**src/rtl/pipeline_ctrl.sv**
```systemverilog
// Central sequencer for the 5-stage pipeline.
// It gates the PC and pipeline-register enables, inserts load-use bubbles and flushes IF/ID
// on taken branches. It freezes the pipeline during multi-cycle memory accesses, drains and
// halts on an all-zero instruction, and keeps cycle/stall counters.
module pipeline_ctrl #(
    parameter int unsigned DRAIN_DEPTH = 3,
    parameter int unsigned CNT_W       = 32
) (
    input  logic             clk_i,
    input  logic             rst_i,
    input  logic             start_i,
    input  logic [31:0]      id_instr_i,
    input  logic [4:0]       id_rs1_i,
    input  logic [4:0]       id_rs2_i,
    input  logic             ex_memread_i,
    input  logic [4:0]       ex_rd_i,
    input  logic             id_branch_taken_i,
    input  logic             mem_req_i,
    input  logic             mem_ack_i,
    output logic             pc_write_o,
    output logic             ifid_write_o,
    output logic             ifid_flush_o,
    output logic             idex_bubble_o,
    output logic             freeze_o,
    output logic             halted_o,
    output logic [2:0]       state_o,
    output logic [CNT_W-1:0] cycle_cnt_o,
    output logic [CNT_W-1:0] stall_cnt_o
);

    // +2 keeps the width at least one bit even for DRAIN_DEPTH of zero
    localparam int unsigned DrainW = $clog2(DRAIN_DEPTH + 2);

    typedef enum logic [2:0] {
        StIdle    = 3'd0,
        StRun     = 3'd1,
        StMemWait = 3'd2,
        StDrain   = 3'd3,
        StHalted  = 3'd4
    } state_e;

    state_e            state_q, state_d;
    logic [DrainW-1:0] drain_q, drain_d;
    logic [CNT_W-1:0]  cycle_q, cycle_d;
    logic [CNT_W-1:0]  stall_q, stall_d;
    logic              cyc_inc;
    logic              stall_inc;
    logic              load_use;
    logic              mem_stall;

    // x0 is hard-wired zero, so a load targeting it never creates a dependency
    assign load_use  = ex_memread_i && (ex_rd_i != 5'd0) &&
                       ((ex_rd_i == id_rs1_i) || (ex_rd_i == id_rs2_i));
    // A request acked in the same cycle is a single-cycle access and needs no stall
    assign mem_stall = mem_req_i && !mem_ack_i;

    // Next-state, drain counter and Mealy outputs
    always_comb begin
        state_d       = state_q;
        drain_d       = drain_q;
        pc_write_o    = 1'b0;
        ifid_write_o  = 1'b0;
        ifid_flush_o  = 1'b0;
        idex_bubble_o = 1'b0;
        freeze_o      = 1'b0;
        halted_o      = 1'b0;
        cyc_inc       = 1'b0;
        stall_inc     = 1'b0;

        case (state_q)
            StIdle: begin
                if (start_i) begin
                    state_d = StRun;
                end
            end
            StRun: begin
                if (!start_i) begin
                    // Pause: hold everything, counters included
                    freeze_o = 1'b1;
                end else begin
                    cyc_inc = 1'b1;
                    if (mem_stall) begin
                        freeze_o  = 1'b1;
                        stall_inc = 1'b1;
                        state_d   = StMemWait;
                    end else if (load_use) begin
                        // A branch seen now is dropped; it re-resolves after the bubble
                        idex_bubble_o = 1'b1;
                        stall_inc     = 1'b1;
                    end else if (id_branch_taken_i) begin
                        pc_write_o   = 1'b1;
                        ifid_write_o = 1'b1;
                        ifid_flush_o = 1'b1;
                    end else if (id_instr_i == 32'd0) begin
                        // Zero instruction flows on into ID/EX; fetch stops here
                        state_d = StDrain;
                        drain_d = DrainW'(DRAIN_DEPTH);
                    end else begin
                        pc_write_o   = 1'b1;
                        ifid_write_o = 1'b1;
                    end
                end
            end
            StMemWait: begin
                // Freeze also covers the ack cycle; advance resumes the cycle after
                freeze_o  = 1'b1;
                cyc_inc   = 1'b1;
                stall_inc = 1'b1;
                if (mem_ack_i) begin
                    state_d = StRun;
                end
            end
            StDrain: begin
                cyc_inc = 1'b1;
                if (mem_stall) begin
                    freeze_o = 1'b1;
                end else if (drain_q <= DrainW'(1)) begin
                    drain_d = '0;
                    state_d = StHalted;
                end else begin
                    drain_d = drain_q - DrainW'(1);
                end
            end
            StHalted: begin
                halted_o = 1'b1;
                freeze_o = 1'b1;
            end
            default: begin
                state_d = StIdle;
            end
        endcase
    end

    // Saturating performance counters
    always_comb begin
        cycle_d = cycle_q;
        stall_d = stall_q;
        if (cyc_inc && (cycle_q != {CNT_W{1'b1}})) begin
            cycle_d = cycle_q + CNT_W'(1);
        end
        if (stall_inc && (stall_q != {CNT_W{1'b1}})) begin
            stall_d = stall_q + CNT_W'(1);
        end
    end

    // State and counter registers
    always_ff @(posedge clk_i or posedge rst_i) begin
        if (rst_i) begin
            state_q <= StIdle;
            drain_q <= '0;
            cycle_q <= '0;
            stall_q <= '0;
        end else begin
            state_q <= state_d;
            drain_q <= drain_d;
            cycle_q <= cycle_d;
            stall_q <= stall_d;
        end
    end

    assign state_o     = state_q;
    assign cycle_cnt_o = cycle_q;
    assign stall_cnt_o = stall_q;

endmodule

```
**config.mk**
```make
export PLATFORM = sky130hd
export DESIGN_NAME = pipeline_ctrl
export DESIGN_NICKNAME = d
export VERILOG_FILES = /design/src/rtl/pipeline_ctrl.sv
export SDC_FILE = /design/constraint.sdc
export NUM_CORES = 1
export LEC_CHECK = 0
export ABC_CLOCK_PERIOD_IN_PS = 3370
export CAP_MARGIN = 25
export CORE_AREA = 2 2 128 68
export CTS_CLUSTER_DIAMETER = 200
export DETAILED_ROUTE_END_ITERATION = 16
export DIE_AREA = 0 0 130 70
export GPL_ROUTABILITY_DRIVEN = 0
export PLACE_DENSITY = 0.84
export SLEW_MARGIN = 10
export SYNTH_ARGS = -nofsm -noshare
export SYNTH_HDL_FRONTEND = slang
export SYNTH_SLANG_ARGS = --single-unit
```
**constraint.sdc**
```tcl
create_clock -name clk_i -period 3.37 [get_ports clk_i]
set_input_delay 0.5055 -clock clk_i [delete_from_list [all_inputs] [get_ports clk_i]]
set_output_delay 0.5055 -clock clk_i [all_outputs]
set_load 0.01 [all_outputs]
```
Yosys cells after proc, flatten, opt, wreduce, memory -nomap -nowiden
Cells that the tools add are included.
W data, S select, Z words.
Operators by class
  $add $sub $neg: 3
  multipliers: 0
  div/mod/pow operators: 0
  magnitude comparators: 1
  eq/ne operators: 20
  shifts and indexed selects: 0
  multiplexer cells: 39
  bitwise logic cells: 1
  reduce and logical (&&, ||, !) cells: 15
Operators by type and width (number)
  $add A32 B1 Y32 const B: 2
  $ne A32 B32 Y1 const B: 2
  $mux W3: 13
  $logic_not A32 Y1: 1
  $mux W1: 21
  $ne A2 B2 Y1 const B: 9
  $pmux W3 S5: 1
  $eq A5 B5 Y1: 2
  $ne A3 B3 Y1 const B: 3
  $reduce_and A9 Y1: 1
  $reduce_and A7 Y1: 1
  $eq A3 B2 Y1 const B: 2
  $pmux W3 S2: 1
  $logic_and A1 B1 Y1: 5
  $reduce_bool A5 Y1: 1
  $pmux W1 S2: 2
  $reduce_or A2 Y1: 2
  $eq A3 B1 Y1 const B: 1
  $eq A3 B3 Y1 const B: 1
  $le A3 B1 Y1 const B: 1
  $logic_not A3 Y1: 1
  $pmux W1 S3: 1
  $sub A3 B1 Y3 const B: 1
  $reduce_bool A2 Y1: 1
  other kinds (3): 3
Word-level totals
  register bits after elaboration: 70
  bits in latches: 0
  RAM bits: 0
  bits in read-only memories: 0
  input bits: 54
  output and inout port bits: 73
  logic and storage cells: 83
  memories: 0

Depth between registers and ports, before layout
  depth after elaboration: 8
  gate-level depth with buffers: 9
  depth with buffers taken out: 8

Worst setup path before layout
Ideal clock, no wire load.
  path type: input -> output
  start point: input port ex_rd_i[1]
  end point: output port pc_write_o
  data arrival time: 1.893 ns
  data required time: 2.864 ns
  setup slack: 0.971 ns
  cell stages on the path: 5
  buffers on the path: 1
  path through: or4_4 -> o21ai_4 -> nor2_1 -> nor3_1 -> buf_4
Between the ends
  word-level cells in the longest chain between the ends: 7
  elaborated cells between the ends (all ways): 10
  those cells by class: 2 x eq/ne; 4 x mux; 4 x reduce/logical
Ends and longest elaborated chain
  start: declaration: line 16  | input logic [4:0] ex_rd_i,
  $eq A5 B5 Y1 / $reduce_bool A5 Y1 (equally long branches): line 53, 52
  $logic_or A1 B1 Y1 / $logic_and A1 B1 Y1 (equally long branches): line 53, 52
  $logic_and A1 B1 Y1 *: line 52  | assign load_use = ex_memread_i && (ex_rd_i != 5'd0) &&
  $mux W1 * (4 in series)
  end: declaration: line 20  | output logic pc_write_o,
Mark *: on every way between the ends. The rest lies on a longest branch, timed or not.

Worst setup path after layout
  start point: input port ex_rd_i[2]
  end point: output port ifid_flush_o
Between the ends
  word-level cells in the longest chain between the ends: 7
  elaborated cells between the ends (all ways): 10
  those cells by class: 2 x eq/ne; 4 x mux; 4 x reduce/logical
Ends and longest elaborated chain
  $eq A5 B5 Y1 / $reduce_bool A5 Y1 (equally long branches): line 53, 52
  $logic_or A1 B1 Y1 / $logic_and A1 B1 Y1 (equally long branches): line 53, 52
  $logic_and A1 B1 Y1 *: line 52
  $mux W1 *: line 86  | end else if (load_use) begin
  $mux W1 *: line 82  | if (mem_stall) begin
  $mux W1 *: line 77  | if (!start_i) begin
  $mux W1 *: line 70  | case (state_q)
  end: declaration: line 22  | output logic ifid_flush_o,
Marks and branches as above.

==> summary.md <==
| Metric | Value |
|---|---|
| Outcome | finished clean |
| H-tree depth | 3 |
| CP Cell Sequence | clkdlybuf4s50_1 > or4_4 > o21ai_4 > nor2_1 > nor3b_1 > clkdlybuf4s50_1 |
| CP required | between 2 and 3 ns |
| Synth warn | 0 |
| Crit path largest cell delay | between 0.5 and 0.6 ns |
| Pleak | about 2.3 nW |
| Slew HR | between 50 and 60% |
| Worst slew pin tran | 0.724 ns |
| Max cap viols | 0 |
| Vias in the first global route | 3395 |
| Most numerous cell in the Yosys netlist | dfrtp_1 |
| Setup WS pre-CTS | approximately 0.12 ns |
| Dpl hpwl | 7810 microns |
| Tmin final | 3.23 ns |
| Cell repeated most along the worst path | clkdlybuf4s50_1 |
| CP Launch Type | primary input |
| Sequential area share after synthesis | between 40% and 50% |
| PwrDens | between 500 and 600 nW/um^2 |
| Worst path top cell family by delay | buffers and inverters |
| Chip height | about 70 microns |
| Post-Syn Area | just under 4000 sq um |
| Clock transition at the registers of the reported paths | around 0.050 ns |
| Kind of critical path | in2out |
| Commonest cells post-synth | dfrtp_1, xor2_1, nand2_1 |
| Synth unique cells | between 40 and 50 |
| Synth area leader | dfrtp_1 |
| Clk_lat worst skew | 0.33 ns |
| Synth Register Bits | 70 |
| Stages on worst setup path | 6 |
| Filler cell count | between 600 and 700 |
| Terminus of the critical flop-to-flop path | stall_cnt_o[1] |
| Hold Path Class | reg2reg |
| CP startpoint | ex_rd_i[2] |
| Vias/cell | roughly 5.4 |
| Final Hold Vio Count | 0 |
| Root Driver | clkbuf_16 |
| Initial drt markers | roughly 220 |
| Post-layout util | roughly 68% |
| Critical Path End | ifid_flush_o |
| Syn Area/Cell | approximately 10 sq um |
| Clock Skews | between 0.003 and 0.004 ns |
| Die W | approximately 130 microns |
| Slew Limit Fails | 0 |
| Num rows | 24 |
| Post-CTS setup buffer count | 0 |
| # clock sinks | 70 |
| Top-level I/O count | ~130 |
| DR pass1 iterations | 5 |
| Achievable frequency | between 300 and 400 MHz |
| CTS tree | done |
| Crit-path max FO | 4 |
| Post-route ant nets | 0 |
| Resize count post-CTS | 0 |
| Fraction of layout cells with a size suffix above 1 | between 10% and 20% |
| DRC viols | 0 |
| Avg WL per Cell | roughly 16 microns |
| Main synth FF type | dfrtp_1 |
| Synth top area cells | dfrtp_1, xor2_1, xnor2_1, nand2_1, nor3_2 |
| CP endpoint kind | primary output |
| Core Area | 8200 sq um |
| IO buf count | around 130 |
| Vias | around 3400 |
| Post-synth EDFFs | 0 |
| NumNets Final | 571 |
| Diode count | 0 |
| Starting Density | between 40% and 50% |
| Worst reg-to-reg path cell count | 7 |
| Detailed Route WL | between 10000 and 15000 microns |
| Fin crit share | around 96% |
| Grt ovf | 0 |
| Arr. time, crit path | 2.72 ns |
| First-pass GRT wire length | between 15000 and 20000 microns |
| Initial antenna violation count | 0 |
| Final setup fails | 0 |
| Largest net degree at the start of global routing | 35 |
| WP buf/inv | 2 |
| R2R setup slack | about 1.1 ns |
| RSZ-0062 raised after global routing | no |
| Clock buffer count from CTS | 9 |
| Area Growth Syn to Fin | 42.7% |
| Die area | ~9000 sq um |
| Synth top area share | between 40% and 50% |
| Syn Nets | between 400 and 500 |
| CTS max path bufs | 2 |
| Maximum vdd drop | 0.000279 V |
| Setup TNS | 0 ns |
| All-layer global routing usage | about a quarter |
| Async SR Flop Fraction | 100% |
| Post-Synthesis Cells | between 300 and 400 |
| Final worst slack | around 0.14 ns |
| CTS hold repair buffers | 0 |
| CP max stage cell | clkdlybuf4s50_1 |
| Worst reg2reg path startpoint | stall_cnt_o[12] |
-- through the flow --
stage	hold WS, ns	instances	cell area [sq um]	total power [W]
after floorplan	0.475	382	3890	0.00161
after global placement	0.477	620	5280	0.00197
after detailed placement	0.483	620	5280	0.00200
after CTS	0.490	635	5540	0.00287
after global routing	0.511	635	5550	0.00302
final	0.491	635	5550	0.00285
-- logic make-up after synthesis --
family	count (synthesis)	synth area share [%]
mux	2	0.579
simple gates	186	29.2
buf+inv	21	2.80
xor+xnor	72	16.2
compound gates	28	5.21
fa+ha+maj	3	0.965
flops	70	45.0
-- cell type report --
class	count	area [sq um]	area share, %
sequential	70	1750	31.6
inverter	12	45.0	0.812
clock inverter	1	5.00	0.0902
multi-input combinational	291	2030	36.6
timing repair buffer	130	1300	23.5
clock buffer	14	264	4.76
tap	117	146	2.64
-- registers in the layout, indices dropped and copies added, names as in the netlist --
signal	cells
cycle_cnt_o	32
stall_cnt_o	32
state_o	3
drain_q	3
-- routing by layer --
metal,track usage (%),up-vias,share of wire [%],routed length (microns)
li1,-,1606,-,-
met1,36.1,1669,48,4850
met2,34.4,128,43,4380
met3,7.13,18,6.8,683
met4,8.12,0,1.8,184
met5,0,-,0,0
-- report_power, final --
| group | internal (W) | switching (W) |
|---|---|---|
| registers | 0.000940 | 0.000161 |
| clock network | 0.000533 | 0.000327 |
| logic | 0.000445 | 0.000446 |
-- worst min-delay path by stage --
stage	startpoint	endpoint	cells after the start
6_report	stall_cnt_o[8]	stall_cnt_o[8]	1
5_1_grt	cycle_cnt_o[20]	cycle_cnt_o[20]	1
4_1_cts	stall_cnt_o[8]	stall_cnt_o[8]	1
3_5_place_dp	stall_cnt_o[8]	stall_cnt_o[8]	1
3_3_place_gp	cycle_cnt_o[11]	cycle_cnt_o[11]	1
2_1_floorplan	drain_q[2]	drain_q[2]	1
-- layout by cell type (no fill, tap or decap), types with 3 or more instances in the layout --
cell type	instances
nor4_4	3
ha_1	3
inv_1	11
and3_1	11
or2_1	3
a21oi_1	7
nor3_1	12
nand4_1	15
xnor2_1	29
o21ai_0	4
nor3_2	14
xor2_1	43
nand2_1	38
clkdlybuf4s50_1	126
nor2_1	33
nor4_1	10
clkbuf_16	9
nand2b_1	3
clkbuf_1	3
nor4_2	9
and2_1	3
nand3_1	18
nor2b_1	3
and4_1	4
dfrtp_1	70
buf_4	3
a31oi_1	3
Power figures use the tool's default switching activity.
==> patch, RTL diff (same settings) <==
Reset style: synchronous (`rst_i`), changed in one clocked block.
--- a/src/rtl/pipeline_ctrl.sv
+++ b/src/rtl/pipeline_ctrl.sv
@@ -145,5 +145,5 @@
 
     // State and counter registers
-    always_ff @(posedge clk_i or posedge rst_i) begin
+    always_ff @(posedge clk_i) begin
         if (rst_i) begin
             state_q <= StIdle;
Function: differs if rst_i is asserted again (counterexample within 4 cycles, from zero or initial values and one cycle with rst_i high); with rst_i held inactive, the same outputs for 10 cycles.
==> patch against the unedited design <==
Clock skew grew 3.2 ps. Final cell count grew 11%. Routed wire length grew 3.4%. Area after synthesis shrank 3.4%. Core utilization shrank 2.0 points. Critical path depth grew 1. Sequential cell count is the same. Setup slack lost 15 ps. Cell area shrank 3.0%.
Power is not compared: it rests on default switching activity, and its combinational part moved more than twofold at a synthesized area within 25%.
==> patch: results (changes against the unedited design) <==
[global_route]
grt_pass1_vias=3489  ; +2.8%
grt_pass1_wl_microns=16880  ; -2.2%
antenna_found_initial=0  ; unchanged
grt_max_degree=42  ; +20%
track_usage_pct=23.48  ; -0.98 points

[placement]
dpl.hpwl_microns=7848  ; +0.43%
io_buffers=126  ; unchanged

[setup_path]
cp_max_fo=4  ; unchanged
crit_arrival_ps=2740  ; +20 ps

[detailed_routing]
via_per_inst=5.385  ; about the same
dr.first_iter.drc_count=276  ; +24%
wl_per_cell_microns=14.77  ; -7.1%
drtPass1Iterations=5  ; unchanged

[final_layout]
layout.nets=643  ; +13%
n_antenna_cell=0  ; unchanged
fillCellCount=681  ; +7.9%
drive_gt1_share_pct=5.593  ; -4.6 points

[logic_synthesis]
netlist-cell-type-count=51  ; +13%
yosys-top-cells-count=nor2_1, dfxtp_1, nand2_1
yosys_warnings=0  ; unchanged
synth_area_leaders=dfxtp_1, xnor2_1, nor2_1
yosysSeqAreaShare_pct=37.31  ; -7.7 points
syn_nets=523  ; +19%
async_flop_share_pct=0  ; -100 points

[run_status]
status=finished, final reports clean

[sta]
slew-limit-headroom_pct=59.19  ; +7.5 points
fin_skew_ps=6.544  ; +3.234 ps

[worst_hold_path]
worstHoldPathType=flop to flop

[power]
max-vdd-ir-drop_mv=0.2929
p_sw_mw=0.4042
p_leak_nw=1.789

[cts]
cts_buffer_depth=2  ; unchanged
cts_setup_buffers=0  ; unchanged
cts_root_buf=clkbuf_16
cts_buffers=9  ; unchanged
clkSlewWorstSetupHoldPaths_ps=50  ; about the same
h-tree-depth=3  ; unchanged
worstSkewPairLatency_ps=340

==> patch: changes by cell type after synthesis, sizes merged, moves of 4 or more <==
cell / delta
xnor2: +5
dfxtp: +70
clkbuf: +13
nor4: -6
dfrtp: -70
a21oi: +7
xor2: -15
nand4: +10
nor2b: +5
nor2: +44
nand4b: +4
o21ai: +5
nor3: -9
o31ai: +4
==> patch: cell families after synthesis <==
logic type / share of synthesized area (%)
buf+inv: 3.464
compound gates: 7.828
simple gates: 35.04
fa+ha+maj: 0.9994
mux: 0.8993
xor+xnor: 14.46
flops: 37.31
==> patch: timing repair <==
item,4_1_cts,5_1_grt
gates resized for setup,0,2
setup endpoints to repair,0,2
hold endpoints to repair,0,0
==> patch: path summary, 6_finish.rpt <==
check | start | to | slack (ps) | cells after the start
setup / recovery | ex_rd_i[1] | pc_write_o | 130 | 7
hold / removal | drain_q[1]$_SDFFE_PP0P_ | drain_q[1]$_SDFFE_PP0P_ | 500 | 1
setup reg to reg | stall_cnt_o[14]$_SDFFE_PP0P_ | stall_cnt_o[13]$_SDFFE_PP0P_ | 680 | 7
hold reg to reg | drain_q[1]$_SDFFE_PP0P_ | drain_q[1]$_SDFFE_PP0P_ | 500 | 1
==> patch: power by group through the flow <==
stage | Sequential (mW) | Combinational, mW | Clock (mW)
finish | 0.838 | 0.154 | 0.909
global route | 0.839 | 0.167 | 0.962
CTS | 0.838 | 0.154 | 0.927
detailed placement | 0.856 | 0.153 | 0
global placement | 0.855 | 0.149 | 0
floorplan | 0.854 | 0.0642 | 0
==> patch: routing by layer <==
layer / routed length [microns] / GRT usage [%] / share of wire [%]
met1: 5007 / 32.89 / 48
met2: 4483 / 34.67 / 43
met3: 756 / 6.973 / 7.2
met4: 194 / 7.407 / 1.9
met5: 0 / 0 / 0
==> patch: through the flow <==
step	setup slack, ps	power [mW]	cell area, sq um	hold WS [ps]	cells
after floorplan	1065	0.9183	3756	463.1	466
after global placement	203.2	1.004	5092	478.7	692
after detailed placement	69.35	1.009	5092	489.6	692
after CTS	70.41	1.919	5380	503.6	707
after global routing	23.05	1.967	5385	518.9	707
final	127.5	1.901	5385	501.0	707
==> patch: cell type report <==
type	instances	area (sq um)	share of cell area, %
Clock buffer	15	287.8	5.344
Inverter	9	33.78	0.6273
Multi-Input combinational cell	366	2227	41.36
Sequential cell	70	1401	26.02
Tap cell	117	146.4	2.718
Timing Repair Buffer	130	1289	23.93
==> patch: worst max-delay path, stage by stage <==
cell	delay, ps
clkdlybuf4s50_1	480
or4_1	550
o21a_1	200
nand2_1	140
nand3_1	140
nor2_2	170
clkdlybuf4s50_1	550
